File: src/rtl/mon_pkg.sv
// mon_pkg: shared definitions for the monitor-link transmit path.
//   - Opcode bytes that form the top byte of every outbound packet.
//   - packet_t: the 40-bit packet presented to the Sender (bit 39 = MSB).
//   - state_t:  scheduler FSM states.
//   - src_t:    which pending source owns the packet currently being issued.
//   - make_packet(): builds {opcode, payload, 16'h0000}.
package mon_pkg;

    localparam logic [7:0] OP_POWER_ON = 8'hC0;
    localparam logic [7:0] OP_SND_REQ  = 8'h07;
    localparam logic [7:0] OP_KBD      = 8'hC5;
    localparam logic [7:0] OP_MOUSE    = 8'hC6;

    // One keyboard/mouse queue entry is {is_mouse, data[15:0]}.
    localparam int KB_ENTRY_W = 17;

    typedef logic [39:0] packet_t;

    typedef enum logic [1:0] {
        IDLE,
        ISSUE,
        GAP
    } state_t;

    typedef enum logic [1:0] {
        SRC_PO,
        SRC_SND,
        SRC_KB
    } src_t;

    function automatic packet_t make_packet(input logic [7:0] op, input logic [15:0] payload);
        return {op, payload, 16'h0000};
    endfunction

endpackage

File: src/rtl/mon_tx_fifo.sv
// mon_tx_fifo: synchronous FIFO, DEPTH entries of WIDTH bits.
//   clk, reset : clock, synchronous active-high reset (clears pointers only)
//   push, wdata: write request and data; accepted when not full, or when a
//                pop happens in the same cycle (full + push + pop is legal)
//   pop        : read request; ignored when empty
//   rdata      : head entry (valid while empty = 0)
//   full, empty: occupancy flags
// DEPTH must be a power of two >= 2.
module mon_tx_fifo #(
    parameter int DEPTH = 4,
    parameter int WIDTH = 17
) (
    input  logic             clk,
    input  logic             reset,
    input  logic             push,
    input  logic [WIDTH-1:0] wdata,
    input  logic             pop,
    output logic [WIDTH-1:0] rdata,
    output logic             full,
    output logic             empty
);

    localparam int AW = $clog2(DEPTH);

    // Pointers carry one extra wrap bit so full and empty are distinguishable.
    logic [AW:0]      wr_ptr;
    logic [AW:0]      rd_ptr;
    logic [WIDTH-1:0] mem [DEPTH];
    logic             do_push;
    logic             do_pop;

    assign empty   = (wr_ptr == rd_ptr);
    assign full    = (wr_ptr[AW] != rd_ptr[AW]) && (wr_ptr[AW-1:0] == rd_ptr[AW-1:0]);
    assign do_pop  = pop && !empty;
    assign do_push = push && (!full || do_pop);
    assign rdata   = mem[rd_ptr[AW-1:0]];

    // NOTE: sequential state uses non-blocking assignments so every register
    // samples the pre-edge values, independent of block ordering.
    always_ff @(posedge clk) begin
        if (reset) begin
            wr_ptr <= '0;
            rd_ptr <= '0;
        end else begin
            if (do_push) wr_ptr <= wr_ptr + 1'b1;
            if (do_pop)  rd_ptr <= rd_ptr + 1'b1;
        end
    end

    // NOTE: the storage array is deliberately not reset; the pointers alone
    // define which entries are valid, and an unreset array maps onto plain RAM.
    always_ff @(posedge clk) begin
        if (do_push) mem[wr_ptr[AW-1:0]] <= wdata;
    end

endmodule

File: src/rtl/mon_tx_scheduler.sv
// mon_tx_scheduler: arbitrates power-on, sample-request and keyboard/mouse
// packets onto the Sender's single 40-bit port and enforces an idle gap of
// GAP_CYCLES mon_clk cycles after every accepted packet.
//   mon_clk       : link clock
//   reset         : synchronous active-high reset
//   power_on_req  : pulse, request a power-on packet (coalesced while pending)
//   kb_valid      : pulse, a keyboard/mouse event {kb_is_mouse, kb_data}
//   snd_req_mode  : sample-request mode; low cancels a pending sample request
//   snd_req_tick  : pulse, request one sample-request packet (mode must be 1)
//   out_data      : registered packet, changes only on IDLE -> ISSUE
//   out_valid     : registered, high from IDLE -> ISSUE until acceptance
//   out_ready     : Sender accepts the packet this cycle
//   kb_overflow   : registered pulse, a keyboard event was dropped (queue full)
//   drop_count    : only with MON_TX_DROP_COUNT_EN; saturating count of
//                   kb_overflow pulses
// Priority in IDLE: power-on > sample request > keyboard queue.
module mon_tx_scheduler
    import mon_pkg::*;
#(
    parameter int KB_DEPTH   = 4,
    parameter int GAP_CYCLES = 16
) (
    input  logic        mon_clk,
    input  logic        reset,
    input  logic        power_on_req,
    input  logic        kb_valid,
    input  logic        kb_is_mouse,
    input  logic [15:0] kb_data,
    input  logic        snd_req_mode,
    input  logic        snd_req_tick,
    output logic [39:0] out_data,
    output logic        out_valid,
    input  logic        out_ready,
    output logic        kb_overflow
`ifdef MON_TX_DROP_COUNT_EN
    ,
    output logic [7:0]  drop_count
`endif
);

    localparam int CNT_W = (GAP_CYCLES > 1) ? $clog2(GAP_CYCLES) : 1;
    localparam logic [CNT_W-1:0] GAP_LOAD = CNT_W'(GAP_CYCLES - 1);

    state_t                 state;
    src_t                   owner;
    logic [CNT_W-1:0]       gap_cnt;
    logic                   po_pend;
    logic                   snd_pend;
    logic                   snd_active;
    logic                   accept;

    logic [KB_ENTRY_W-1:0]  kb_rdata;
    logic                   kb_full;
    logic                   kb_empty;
    logic                   kb_pop;
    logic                   kb_drop;

    packet_t                win_pkt;
    src_t                   win_src;
    logic                   any_pend;

    // A pending sample request only counts while the mode is still high, so a
    // falling mode cancels it in the very cycle it is seen low.
    assign snd_active = snd_pend && snd_req_mode;
    assign any_pend   = po_pend || snd_active || !kb_empty;
    assign accept     = (state == ISSUE) && out_ready;

    // The queue entry moves into the out_data register when it wins, freeing
    // its slot immediately; the issuing packet is owned by the output register.
    assign kb_pop  = (state == IDLE) && !po_pend && !snd_active && !kb_empty;
    assign kb_drop = kb_valid && kb_full && !kb_pop;

    mon_tx_fifo #(
        .DEPTH (KB_DEPTH),
        .WIDTH (KB_ENTRY_W)
    ) u_kb_fifo (
        .clk   (mon_clk),
        .reset (reset),
        .push  (kb_valid),
        .wdata ({kb_is_mouse, kb_data}),
        .pop   (kb_pop),
        .rdata (kb_rdata),
        .full  (kb_full),
        .empty (kb_empty)
    );

    // NOTE: every signal written here gets a default first, so no path leaves
    // it unassigned and no latch is inferred.
    always_comb begin
        win_src = SRC_KB;
        win_pkt = make_packet(kb_rdata[16] ? OP_MOUSE : OP_KBD, kb_rdata[15:0]);
        if (po_pend) begin
            win_src = SRC_PO;
            win_pkt = make_packet(OP_POWER_ON, 16'h0000);
        end else if (snd_active) begin
            win_src = SRC_SND;
            win_pkt = make_packet(OP_SND_REQ, 16'h0000);
        end
    end

    // Pending flags: a new request wins over a same-cycle clear, so a request
    // landing on the acceptance cycle is served by the next packet.
    always_ff @(posedge mon_clk) begin
        if (reset) begin
            po_pend  <= 1'b0;
            snd_pend <= 1'b0;
        end else begin
            po_pend  <= power_on_req || (po_pend && !(accept && owner == SRC_PO));
            snd_pend <= snd_req_mode &&
                        (snd_req_tick || (snd_pend && !(accept && owner == SRC_SND)));
        end
    end

    always_ff @(posedge mon_clk) begin
        if (reset) begin
            kb_overflow <= 1'b0;
        end else begin
            kb_overflow <= kb_drop;
        end
    end

    always_ff @(posedge mon_clk) begin
        if (reset) begin
            state     <= IDLE;
            owner     <= SRC_PO;
            gap_cnt   <= '0;
            out_data  <= '0;
            out_valid <= 1'b0;
        end else begin
            case (state)
                IDLE: begin
                    if (any_pend) begin
                        out_data  <= win_pkt;
                        out_valid <= 1'b1;
                        owner     <= win_src;
                        state     <= ISSUE;
                    end
                end
                ISSUE: begin
                    if (out_ready) begin
                        out_valid <= 1'b0;
                        gap_cnt   <= GAP_LOAD;
                        state     <= GAP;
                    end
                end
                GAP: begin
                    if (gap_cnt == '0) begin
                        state <= IDLE;
                    end else begin
                        gap_cnt <= gap_cnt - CNT_W'(1);
                    end
                end
                default: state <= IDLE;
            endcase
        end
    end

`ifdef MON_TX_DROP_COUNT_EN
    always_ff @(posedge mon_clk) begin
        if (reset) begin
            drop_count <= 8'h00;
        end else if (kb_drop && drop_count != 8'hFF) begin
            drop_count <= drop_count + 8'h01;
        end
    end
`endif

endmodule

File: config.mk
export PLATFORM = sky130hd
export DESIGN_NAME = mon_tx_scheduler
export DESIGN_NICKNAME = d
export VERILOG_FILES = /design/src/rtl/mon_pkg.sv /design/src/rtl/mon_tx_fifo.sv /design/src/rtl/mon_tx_scheduler.sv
export SDC_FILE = /design/constraint.sdc
export NUM_CORES = 1
export LEC_CHECK = 0
export CORE_ASPECT_RATIO = 0.6
export CORE_MARGIN = 10
export CORE_UTILIZATION = 30
export DETAILED_ROUTE_END_ITERATION = 12
export PLACE_DENSITY_LB_ADDON = 0.15
export SLEW_MARGIN = 0
export SYNTH_ARGS = -nofsm -noshare
export SYNTH_HDL_FRONTEND = slang
export SYNTH_SLANG_ARGS = --single-unit
File: constraint.sdc
create_clock -name mon_clk -period 2.9 [get_ports mon_clk]
set_input_delay 0.435 -clock mon_clk [delete_from_list [all_inputs] [get_ports mon_clk]]
set_output_delay 0.435 -clock mon_clk [all_outputs]
set_load 0.02 [all_outputs]
Word-level counts from Yosys, hierarchy flattened
Memories as Yosys holds them, arrays and structs flattened. A register that Yosys moved wholly into a read port is not among the register bits.
Cells that the tools add are included.
{"block": "totals", "input_bits": 24, "word_cells": 79, "memories": 1, "mem_bits_rw": 68, "output_inout_bits": 42, "reg_bits": 58}
{"block": "op_classes", "mux": 19, "add_sub_neg": 3, "reduce_logical": 36, "eq_ne": 10}
{"name": "u_kb_fifo.mem", "words": 4, "width": 17, "read_ports": 1, "rd_clocked_by_memory_dff": 1, "write_ports": 1, "line_no": "mon_tx_fifo.sv:28", "rtl": "logic [WIDTH-1:0] mem [DEPTH];"}
{"op": "2-to-1 mux 40 bit", "n": 2}
{"op": "2-to-1 mux 2 bit", "n": 8}
{"op": "logical AND 1 bit", "n": 15}
{"op": "AND reduction 3 bit", "n": 3}
{"op": "2-to-1 mux 4 bit", "n": 2}
{"op": "inequality test 2 bit (second input constant)", "n": 4}
{"op": "one-hot mux 4 bit (2 select lines)", "n": 1}
{"op": "zero test 1 bit", "n": 7}
{"op": "adder 3 x 1 -> 3 bit (second input constant)", "n": 2}
{"op": "one-hot mux 2 bit (3 select lines)", "n": 1}
{"op": "logical OR 1 bit", "n": 5}
{"op": "== test 2 x 1 -> 1 bit (second input constant)", "n": 2}
{"op": "zero test 2 bit", "n": 2}
{"op": "zero test 4 bit", "n": 1}
{"op": "2-to-1 mux 1 bit", "n": 4}
{"op": "nonzero test 2 bit", "n": 2}
{"op": "subtractor 4 x 1 -> 4 bit (second input constant)", "n": 1}
{"op": "== test 3 bit", "n": 1}
{"op": "== test 2 bit", "n": 1}
{"op": "== test 2 bit (second input constant)", "n": 1}
{"op": "one-hot mux 1 bit (2 select lines)", "n": 1}
{"op": "AND reduction 2 bit", "n": 1}
{"op": "inequality test 1 bit", "n": 1}

Depth between registers and ports, before layout
Gate-level depths: netlist of run 1.
{"block": "depth", "word_depth": 9, "depth_mapped": 5, "depth_no_buf": 5}

By module
A second synthesis of run 1 with hierarchy kept.
{"block": "unflattened", "hier_cells": 294, "hier_area_um2": 4428.0}
{"module": "mon_tx_fifo", "cells_per_inst": 144, "seq_area_each_um2": 2202.1, "instances": 1, "area_each_um2": 2995.4}
{"module": "mon_tx_scheduler", "cells_per_inst": 150, "seq_area_each_um2": 640.6, "instances": 1, "area_each_um2": 1432.6}

Least setup slack after synthesis of run 1
No wires, ideal clock.
{"block": "synth_timing", "kind": "input -> register", "start": "input port snd_req_mode", "end": "register u_kb_fifo.wr_ptr[2]", "n_path_buf": 0, "required_time_ps": 2777, "path_stages": 3, "setup_ps": 123, "t_arrival_ps": 2388, "slack_ps": 389, "path_cell_list": "a2111o_1 > a41oi_1 > mux2_2"}
{"block": "synth_via", "elab_chain_len": 7}
{"item": "start, declared", "line_no": "mon_tx_scheduler.sv:29", "rtl": "input logic snd_req_mode,"}
{"item": "logical AND 1 bit", "line_no": "mon_tx_scheduler.sv:64", "rtl": "assign snd_active = snd_pend && snd_req_mode;"}
{"item": "zero test 1 bit", "line_no": "mon_tx_scheduler.sv:70", "rtl": "assign kb_pop = (state == IDLE) && !po_pend && !snd_active && !kb_empty;"}
{"item": "logical AND 1 bit (2 in a row)", "line_no": "mon_tx_scheduler.sv:70"}
{"item": "logical AND 1 bit", "line_no": "mon_tx_fifo.sv:34", "rtl": "assign do_pop = pop && !empty;"}
{"item": "logical OR 1 bit", "line_no": "mon_tx_fifo.sv:35", "rtl": "assign do_push = push && (!full || do_pop);"}
{"item": "logical AND 1 bit", "line_no": "mon_tx_fifo.sv:35"}
{"item": "end signal, assigned", "line_no": "mon_tx_fifo.sv:45", "rtl": "if (do_push) wr_ptr <= wr_ptr + 1'b1;"}
{"item": "end, declared", "line_no": "mon_tx_fifo.sv:26", "rtl": "logic [AW:0] wr_ptr;"}
No other way between the ends.
A chain may end at the register's enable or synchronous reset.

Worst setup path in the final report of run 1
{"block": "layout_timing", "start": "input port snd_req_mode", "end": "memory u_kb_fifo.mem[1][9], enable pin"}
{"block": "layout_via", "elab_chain_len": 9}
{"item": "logical AND 1 bit", "line_no": "mon_tx_scheduler.sv:64"}
{"item": "zero test 1 bit", "line_no": "mon_tx_scheduler.sv:70"}
{"item": "logical AND 1 bit (2 in a row)", "line_no": "mon_tx_scheduler.sv:70"}
{"item": "logical AND 1 bit", "line_no": "mon_tx_fifo.sv:34"}
{"item": "logical OR 1 bit", "line_no": "mon_tx_fifo.sv:35"}
{"item": "logical AND 1 bit", "line_no": "mon_tx_fifo.sv:35"}
{"item": "2-to-1 mux 1 bit", "line_no": "mon_tx_fifo.sv:53", "rtl": "if (do_push) mem[wr_ptr[AW-1:0]] <= wdata;"}
{"item": "2-to-1 mux 1 bit (not written as such)", "line_no": "mon_tx_fifo.sv:53"}
{"item": "end, declared", "line_no": "mon_tx_fifo.sv:28"}
No other way between the ends.

==> results.json, run 1 <==
{
  "status": "finished clean",
  "crit_type": "primary input to flip-flop",
  "rsz0062_at_grt": "no",
  "dieArea_um2": 20040,
  "cts_buffers": 9,
  "top_usage_layer": "met2",
  "power.total_mw": 4.170,
  "fin_crit_sh_pct": 76.83,
  "die_h_um": 113.7,
  "p_sw_mw": 1.148,
  "ys_top_cells_by_count": "edfxtp_1, dfxtp_1, buf_4",
  "htree_levels": 3,
  "cap_violations": 0,
  "synthCells": 283,
  "p_int_mw": 3.022,
  "pwr-share-clk_pct": 32.1,
  "vias": 2413,
  "grt.overflow.total": 0,
  "io_pins": 66,
  "ant_nets": 0,
  "finalMaxSlewViolations": 0,
  "fin_util_pct": 37.65,
  "detailed_place_hpwl_um": 6107,
  "setup_tns_ns": 0,
  "wl_um": 9030,
  "leakagePower_nw": 1.898,
  "r2r-start": "u_kb_fifo.wr_ptr[0]$_SDFFE_PP0P_",
  "crit_fanout": 17,
  "cts_tree": "built",
  "ys_ff_latch": 108,
  "layout-drive-gt1-share_pct": 18.95,
  "crit_family": "compound AO/OA/AOI/OAI gates",
  "yosysTopAreaCell": "edfxtp_1",
  "arrival_ns": 2.28,
  "cts.path.max_buffers": 2,
  "num_rows": 34,
  "clock_sinks": 108,
  "synthArstFlopShare_pct": 0,
  "met1_usage_pct": 12.58,
  "pwr-share-seq_pct": 45.5,
  "grt_pass1_wl_um": 14000,
  "r2r_slack_ns": 0.69,
  "postSynthAreaPerCell_um2": 15.52,
  "drc_errors": 0,
  "fill_cells": 1350,
  "worst_ir_drop_vdd_mv": 0.3377,
  "cpMaxStageDelayCell": "clkdlybuf4s50_1",
  "grt_max_degree": 27,
  "area_growth_syn_to_layout_pct": 23.58,
  "yosys.cell_types.count": 49,
  "diodes": 0,
  "synth_area_leaders": "edfxtp_1, dfxtp_1, mux4_2, buf_4, a22o_2",
  "syn_area_um2": 4393,
  "slew_headroom_pct": 45.12,
  "portBuffers": 46,
  "cts_hold_buf": 0,
  "gp_congestion": 0.7516,
  "cp-start-kind": "primary input",
  "critPathBufInv": 2,
  "vias_per_cell": 4.460,
  "die_width_um": 176.2,
  "place_ws_ns": 0.3104,
  "synthFlopType": "edfxtp_1",
  "post-synth-top-count-cell": "edfxtp_1",
  "rr_worst_depth": 4,
  "fin_skew_ns": 0.006013,
  "pwr-share-comb_pct": 22.4,
  "grt_pass1_vias": 2402,
  "antenna_found_initial": 0,
  "core-area_um2": 14420,
  "clk_pin_slew_ns": 0.07,
  "power_density_nw_per_um2": 768.1,
  "worstReg2RegEnd": "u_kb_fifo.mem[1][9]$_DFFE_PP_",
  "dr.first_iter.drc_count": 165,
  "netSwitchingFraction_pct": 27.54,
  "root_buffer": "clkbuf_16",
  "min_period_ns": 2.228,
  "clk_latency_ns": 0.34,
  "grt_usage_pct": 9.062,
  "yosysWarningCount": 0,
  "cts_resized": 0,
  "timing.hold.ws_ns": 0.4652,
  "use_met3_pct": 3.267,
  "synth_seq_area_share_pct": 64.71,
  "fin_ws_ns": 0.6719,
  "hold_viol_final": 0,
  "fin_nets": 368,
  "crit_path_end_kind": "flip-flop",
  "crit_required_ns": 2.95,
  "hp-start": "out_valid$_SDFFE_PP0P_",
  "hold_path_class": "flip-flop to flip-flop",
  "setup_viol": 0,
  "crit_chain": "clkdlybuf4s50_1, a2111o_1, a41oi_1, and2_1, buf_12",
  "initial_utilization_pct": 30.46,
  "worstHoldPathCells": 2,
  "synth_edf_count": 68,
  "firstDrtPassIters": 4,
  "timing.fmax_mhz": 448.8,
  "worst_pin_slew_ns": 0.8173,
  "postCtsSetupBuffers": 0,
  "hold_path_end": "out_valid$_SDFFE_PP0P_",
  "wl_per_cell_um": 16.69,
  "synth_top_area_share_pct": 46.48,
  "slowest_delay_ns": 0.51,
  "grt_use_met2_pct": 12.90
}
[power groups by stage]
stage | clock network [mW] | logic, mW | registers (mW)
2_1_floorplan | 0 | 0.577 | 1.96
3_3_place_gp | 0 | 0.951 | 1.93
3_5_place_dp | 0 | 0.948 | 1.93
4_1_cts | 1.39 | 0.955 | 1.90
5_1_grt | 1.44 | 1.02 | 1.92
6_report | 1.34 | 0.935 | 1.90
[registers in the layout (all words and copies together) (netlist names), named ones only]
signal            flops
u_kb_fifo.mem        68
gap_cnt               4
u_kb_fifo.rd_ptr      3
owner                 2
out_valid             1
out_data             20
u_kb_fifo.wr_ptr      3
kb_overflow           1
state                 2
snd_pend              1
po_pend               1
[worst reg2reg max path: cells and delay by family, from the launching register on]
kind | cells | cell delay (ns)
XOR/XNOR | 1 | 0.70
flip-flops | 1 | 0.39
AND/OR/NAND/NOR | 1 | 0.31
buffers and inverters | 1 | 0.17
AO/OA/AOI/OAI | 1 | 0.39
[stage by stage]
stage | cell area, um2 | std cells
2_1_floorplan | 4461 | 301
3_3_place_gp | 5096 | 525
3_5_place_dp | 5096 | 525
4_1_cts | 5429 | 541
5_1_grt | 5429 | 541
6_report | 5429 | 541
[cell usage in the layout (no fill, tap or decap), drive strengths merged, types with 5 or more instances in the layout]
master         Yosys  final
ha                 6      6
buf               29     12
clkdlybuf4s50      0     46
dfxtp             40     40
nor2               9      9
a22o              16     16
clkbuf             3      9
mux2               5      5
conb               1     19
nor2b              5      5
nand2b             7      7
mux4              17     17
a21oi              7      7
edfxtp            68     68
inv               11     14
[metal layers]
metal | part of all wire, % | wire [um]
met3 | 7.1 | 637
met5 | 0 | 0
met4 | 1.1 | 102
met2 | 43 | 3856
met1 | 49 | 4433
[kinds of logic (layout without fill, tap and decap cells)]
family	after synthesis	count (layout)	share of synthesized area (%)
adder cells (fa/ha/maj)	6	6	1.709
flip-flops	108	108	64.71
AO/OA/AOI/OAI	50	50	9.798
XOR/XNOR	7	7	1.396
AND/OR/NAND/NOR	42	42	5.468
other	1	19	0.08536
multiplexers	26	26	10.91
buffers and inverters	43	85	5.924
[layout make-up]
class / instances / area (um2) / area share, %
Clock buffer: 9 / 225.2 / 4.148
Clock inverter: 7 / 107.6 / 1.982
Inverter: 11 / 41.29 / 0.7605
Multi-Input combinational cell: 150 / 1376 / 25.35
Sequential cell: 108 / 2843 / 52.36
Tap cell: 198 / 247.7 / 4.563
Timing Repair Buffer: 58 / 588.1 / 10.83
[worst max path at each step]
stage	from	to	slack [ns]	cells past startpoint
after floorplan	snd_req_mode	u_kb_fifo.wr_ptr[2]$_SDFFE_PP0P_	0.39	3
after global placement	snd_req_mode	u_kb_fifo.mem[0][13]$_DFFE_PP_	0.38	5
after detailed placement	snd_req_mode	u_kb_fifo.mem[1][13]$_DFFE_PP_	0.31	5
after CTS	snd_req_mode	u_kb_fifo.mem[1][9]$_DFFE_PP_	0.68	5
after global routing	u_kb_fifo.wr_ptr[0]$_SDFFE_PP0P_	u_kb_fifo.mem[1][9]$_DFFE_PP_	0.56	4
final	snd_req_mode	u_kb_fifo.mem[1][9]$_DFFE_PP_	0.67	5
Note: power is estimated with default switching activity, not from simulation.
==> run 2, diff against run 1 <==
Clock period 2.9 ns to 2.1 ns, I/O delays scaled along.
==> run 2 against run 1 <==
Effect of this change: combinational power up 55%; die area unchanged; clock skew up 0.0028 ns; worst setup slack worse by 0.51 ns; worst hold slack worse by 0.0081 ns; clock-buffer cell count unchanged; sequential cell count unchanged; non-clock buffer count up 14; routed wire length up 5.0%; design area up 2.1%; final cell count up 2.6%; sequential share of layout area down 1.1 points.
==> results.json, run 2 (synthesis results as in run 1) <==
{
  "status": "finished clean",
  "layout_commonest_cell": "edfxtp_1",
  "largest_reg_flops": 68,
  "timing.fmax_mhz": 515.4,
  "postCtsSetupBuffers": 0,
  "detailed_place_hpwl_um": 6795,
  "cts.path.max_buffers": 2,
  "crit_path_end_kind": "flip-flop",
  "setup_viol": 0,
  "power.total_mw": 5.606,
  "power_density_nw_per_um2": 1011,
  "crit_required_ns": 2.16,
  "antenna_found_initial": 0,
  "final_cell_mix": "edfxtp_1, clkdlybuf4s50_1, dfxtp_1",
  "dp_cells": 539,
  "core-area_um2": 14420,
  "grt_max_degree": 26,
  "cp-start-kind": "primary input",
  "area_growth_syn_to_layout_pct": 26.20,
  "cts_hold_buf": 0,
  "vias_per_cell": 4.546,
  "cts_tree": "built",
  "arrival_ns": 2.00,
  "grt.overflow.total": 0,
  "gp_congestion": 0.7236,
  "vias": 2523,
  "hold_viol_final": 0,
  "portBuffers": 46,
  "cap_violations": 0,
  "num_rows": 34,
  "hold_path_class": "flip-flop to flip-flop",
  "die_width_um": 176.2,
  "min_period_ns": 1.940,
  "root_buffer": "clkbuf_16",
  "grt_usage_pct": 9.588,
  "firstDrtPassIters": 4,
  "crit_fanout": 9,
  "fin_crit_sh_pct": 92.40,
  "cts_resized": 0,
  "clk_latency_ns": 0.34,
  "initial_utilization_pct": 30.46,
  "worst_ir_drop_vdd_mv": 0.3651,
  "clock_sinks": 108,
  "dieArea_um2": 20040,
  "grt_pass1_wl_um": 14680,
  "diodes": 0,
  "htree_levels": 3,
  "ant_nets": 0,
  "grt_pass1_vias": 2548,
  "rsz0062_at_grt": "no",
  "drc_errors": 0,
  "clk_pin_slew_ns": 0.07,
  "place_ws_ns": -0.1945,
  "fin_util_pct": 38.44,
  "dr.first_iter.drc_count": 137,
  "leakagePower_nw": 1.964,
  "fin_skew_ns": 0.008809,
  "layout-drive-gt1-share_pct": 22.97,
  "fin_ws_ns": 0.1596,
  "setup_tns_ns": 0,
  "die_h_um": 113.7,
  "fin_cells": 555,
  "cts_buffers": 9,
  "fin_nets": 382,
  "crit_type": "primary input to flip-flop",
  "io_pins": 66,
  "wl_um": 9479,
  "finalMaxSlewViolations": 0,
  "wl_per_cell_um": 17.08
}
run 2: area by class of cell:
class | instances | area (um2)
fill | 1359 | 8877
sequential | 108 | 2843
multi-input combinational | 150 | 1380
timing repair buffer | 72 | 755.7
tap | 198 | 247.7
clock buffer | 9 | 225.2
clock inverter | 7 | 51.30
inverter | 11 | 41.29
run 2: per-layer routing:
| layer | vias up | GRT usage [%] | routed length, um |
|---|---|---|---|
| met5 | - | 0 | 0 |
| met4 | 0 | 2.700 | 100 |
| met3 | 9 | 3.597 | 664 |
| met2 | 61 | 12.55 | 3791 |
| met1 | 1262 | 14.15 | 4923 |
| li1 | 1191 | - | - |
run 2: worst max-delay path, stage by stage:
cell and delay, ns:
clkdlybuf4s50_1 0.43, a2111o_1 0.47, a41oi_1 0.35, and2_2 0.28
buf_12 0.15
run 2: worst paths after layout:
kind,start,end,slack (ns),cells past startpoint
max reg2reg,snd_pend$_SDFF_PP0_,u_kb_fifo.mem[0][14]$_DFFE_PP_,0.24,4
min reg2reg,out_valid$_SDFFE_PP0P_,out_valid$_SDFFE_PP0P_,0.46,2
min,out_valid$_SDFFE_PP0P_,out_valid$_SDFFE_PP0P_,0.46,2
max,snd_req_mode,u_kb_fifo.mem[0][14]$_DFFE_PP_,0.16,5
run 2: where the power goes:
| group | internal [mW] | total [mW] | leakage, nW | switching [mW] |
|---|---|---|---|---|
| clock | 0.811 | 1.57 | 0.137 | 0.760 |
| sequential | 2.47 | 2.58 | 0.952 | 0.115 |
| combinational | 0.728 | 1.45 | 0.875 | 0.724 |
| total | 4.01 | 5.61 | 1.96 | 1.60 |
run 2: through the flow:
step           cell area, um2  hold slack [ns]
3_5_place_dp             5268           0.4529
4_1_cts                  5544           0.4633
2_1_floorplan            4472           0.4139
3_3_place_gp             5268           0.4507
6_report                 5544           0.4571
5_1_grt                  5544           0.4934
==> run 3, diff against run 2 <==
Settings changed: CORE_MARGIN 10 to 5.
Clock period 2.1 ns to 1.78 ns, I/O delays scaled along.
==> run 3 against run 2 <==
Effect of this change: highest routed layer unchanged; clock skew decreased by 0.0014 ns; largest cell class unchanged; worst hold slack improved by 0.0066 ns; clock power increased by 18%.
==> results.json, run 3 (synthesis results as in run 1) <==
{
  "status": "finished clean",
  "r2r_slack_ns": 0.02,
  "grt_pass1_vias": 2545,
  "gp_congestion": 0.7249,
  "diodes": 0,
  "leakagePower_nw": 2.018,
  "hp-start": "out_valid$_SDFFE_PP0P_",
  "fin_crit_sh_pct": 98.66,
  "fin_nets": 390,
  "final_cell_area_um2": 5704,
  "grt_usage_pct": 10.70,
  "hold_path_class": "flip-flop to flip-flop",
  "ant_nets": 0,
  "final_cell_mix": "edfxtp_1, clkdlybuf4s50_1, dfxtp_1",
  "worstHoldPathCells": 2,
  "fin_ws_ns": 0.02378,
  "crit_fanout": 4,
  "io_pins": 66,
  "initial_utilization_pct": 30.46,
  "clk_latency_ns": 0.34,
  "place_ws_ns": -0.4922,
  "vias_per_cell": 4.405,
  "vias": 2480,
  "rsz0062_at_grt": "yes",
  "rr_worst_depth": 5,
  "antenna_found_initial": 0,
  "arrival_ns": 1.98,
  "core-area_um2": 14420,
  "detailed_place_hpwl_um": 6113,
  "fin_skew_ns": 0.007390,
  "clk_pin_slew_ns": 0.07,
  "die_h_um": 103.7,
  "htree_levels": 3,
  "r2r-start": "state[1]$_SDFFE_PP0P_",
  "cts_tree": "built",
  "crit_type": "flip-flop to flip-flop",
  "route.met3.wl_um": 445,
  "die_width_um": 166.2,
  "layout_commonest_cell": "edfxtp_1",
  "finalMaxSlewViolations": 0,
  "dp_cells": 538,
  "wl_per_cell_um": 15.98,
  "firstDrtPassIters": 4,
  "met1Wirelength_um": 4701,
  "min_period_ns": 1.756,
  "num_rows": 34,
  "cts.path.max_buffers": 2,
  "crit_path_end_kind": "flip-flop",
  "timing.fmax_mhz": 569.4,
  "dieArea_um2": 17240,
  "root_buffer": "clkbuf_16",
  "setup_viol": 0,
  "worstReg2RegEnd": "u_kb_fifo.rd_ptr[0]$_SDFFE_PP0N_",
  "cp-start-kind": "flip-flop",
  "largest_reg_flops": 68,
  "cap_violations": 0,
  "met2_length_um": 3770,
  "grt_pass1_wl_um": 14360,
  "grt.overflow.total": 0,
  "fill_cells": 1327,
  "area_growth_syn_to_layout_pct": 29.85,
  "hold_viol_final": 0,
  "fin_cells": 563,
  "postPlaceCellArea_um2": 5248,
  "cts_buffers": 9,
  "highest_layer": "met4",
  "layout-drive-gt1-share_pct": 26.58,
  "drc_errors": 0,
  "hold_path_end": "out_valid$_SDFFE_PP0P_",
  "wl_um": 8994,
  "portBuffers": 46,
  "power_density_nw_per_um2": 1186,
  "grt_max_degree": 27,
  "worst_ir_drop_vdd_mv": 0.4624,
  "clock_sinks": 108,
  "fin_util_pct": 39.55,
  "dr.first_iter.drc_count": 80,
  "crit_required_ns": 2.01
}
-- run 3: worst max path at each step --
stage / end / slack (ns) / from / depth (start not counted)
CTS: u_kb_fifo.mem[0][0]$_DFFE_PP_ / -0.02 / snd_pend$_SDFF_PP0_ / 4
floorplan: u_kb_fifo.wr_ptr[2]$_SDFFE_PP0P_ / -0.08 / state[1]$_SDFFE_PP0P_ / 4
global placement: u_kb_fifo.mem[0][9]$_DFFE_PP_ / -0.47 / snd_req_mode / 4
global route: u_kb_fifo.mem[0][12]$_DFFE_PP_ / -0.009 / state[1]$_SDFFE_PP0P_ / 4
finish: u_kb_fifo.rd_ptr[0]$_SDFFE_PP0N_ / 0.02 / state[1]$_SDFFE_PP0P_ / 5
detailed placement: u_kb_fifo.mem[0][3]$_DFFE_PP_ / -0.49 / snd_req_mode / 4
-- run 3: final cells by class --
class	instances	area (um2)	area share, %
sequential	108	2844	49.86
multi-input combinational	152	1481	25.97
timing repair buffer	78	812.0	14.24
tap	198	247.7	4.343
clock buffer	10	229.0	4.014
clock inverter	6	48.80	0.8555
inverter	11	41.29	0.7238
-- run 3: what timing repair did --
action                                  in CTS  in global routing
hold buffers                                 0                  0
buffers inserted                             7                  0
gates cloned                                 2                  0
endpoints found under the setup margin      53                 44
hold endpoints to repair                     0                  0
pin swaps                                    5                  4
gates resized for setup                      4                  5
-- run 3: where the power goes --
part / total [mW] / internal (mW) / switching [mW]
sequential: 3.06 / 2.91 / 0.152
clock: 1.85 / 0.965 / 0.889
combinational: 1.85 / 0.958 / 0.888
total: 6.76 / 4.84 / 1.93
-- run 3: stage by stage --
| step | total power, mW | TNS [ns] | hold WS [ns] |
|---|---|---|---|
| final | 6.764 | 0 | 0.4637 |
| after global placement | 4.863 | -35.35 | 0.4466 |
| after floorplan | 4.171 | -0.8897 | 0.3659 |
| after detailed placement | 4.858 | -36.16 | 0.4551 |
| after global routing | 7.140 | -0.05294 | 0.4943 |
| after CTS | 6.828 | -0.2040 | 0.4629 |
-- run 3: worst max-delay path, stage by stage (launching register included) --
cell and delay [ns]:
dfxtp_2 0.32, a2111o_1 0.49, buf_4 0.19, a31oi_2 0.16
buf_4 0.16, mux2_2 0.32
-- run 3: routing by layer --
metal / track usage (%) / vias to the layer above
met5: 0 / -
met4: 3.152 / 0
met3: 3.350 / 9
met2: 14.87 / 55
met1: 15.92 / 1208
li1: - / 1208
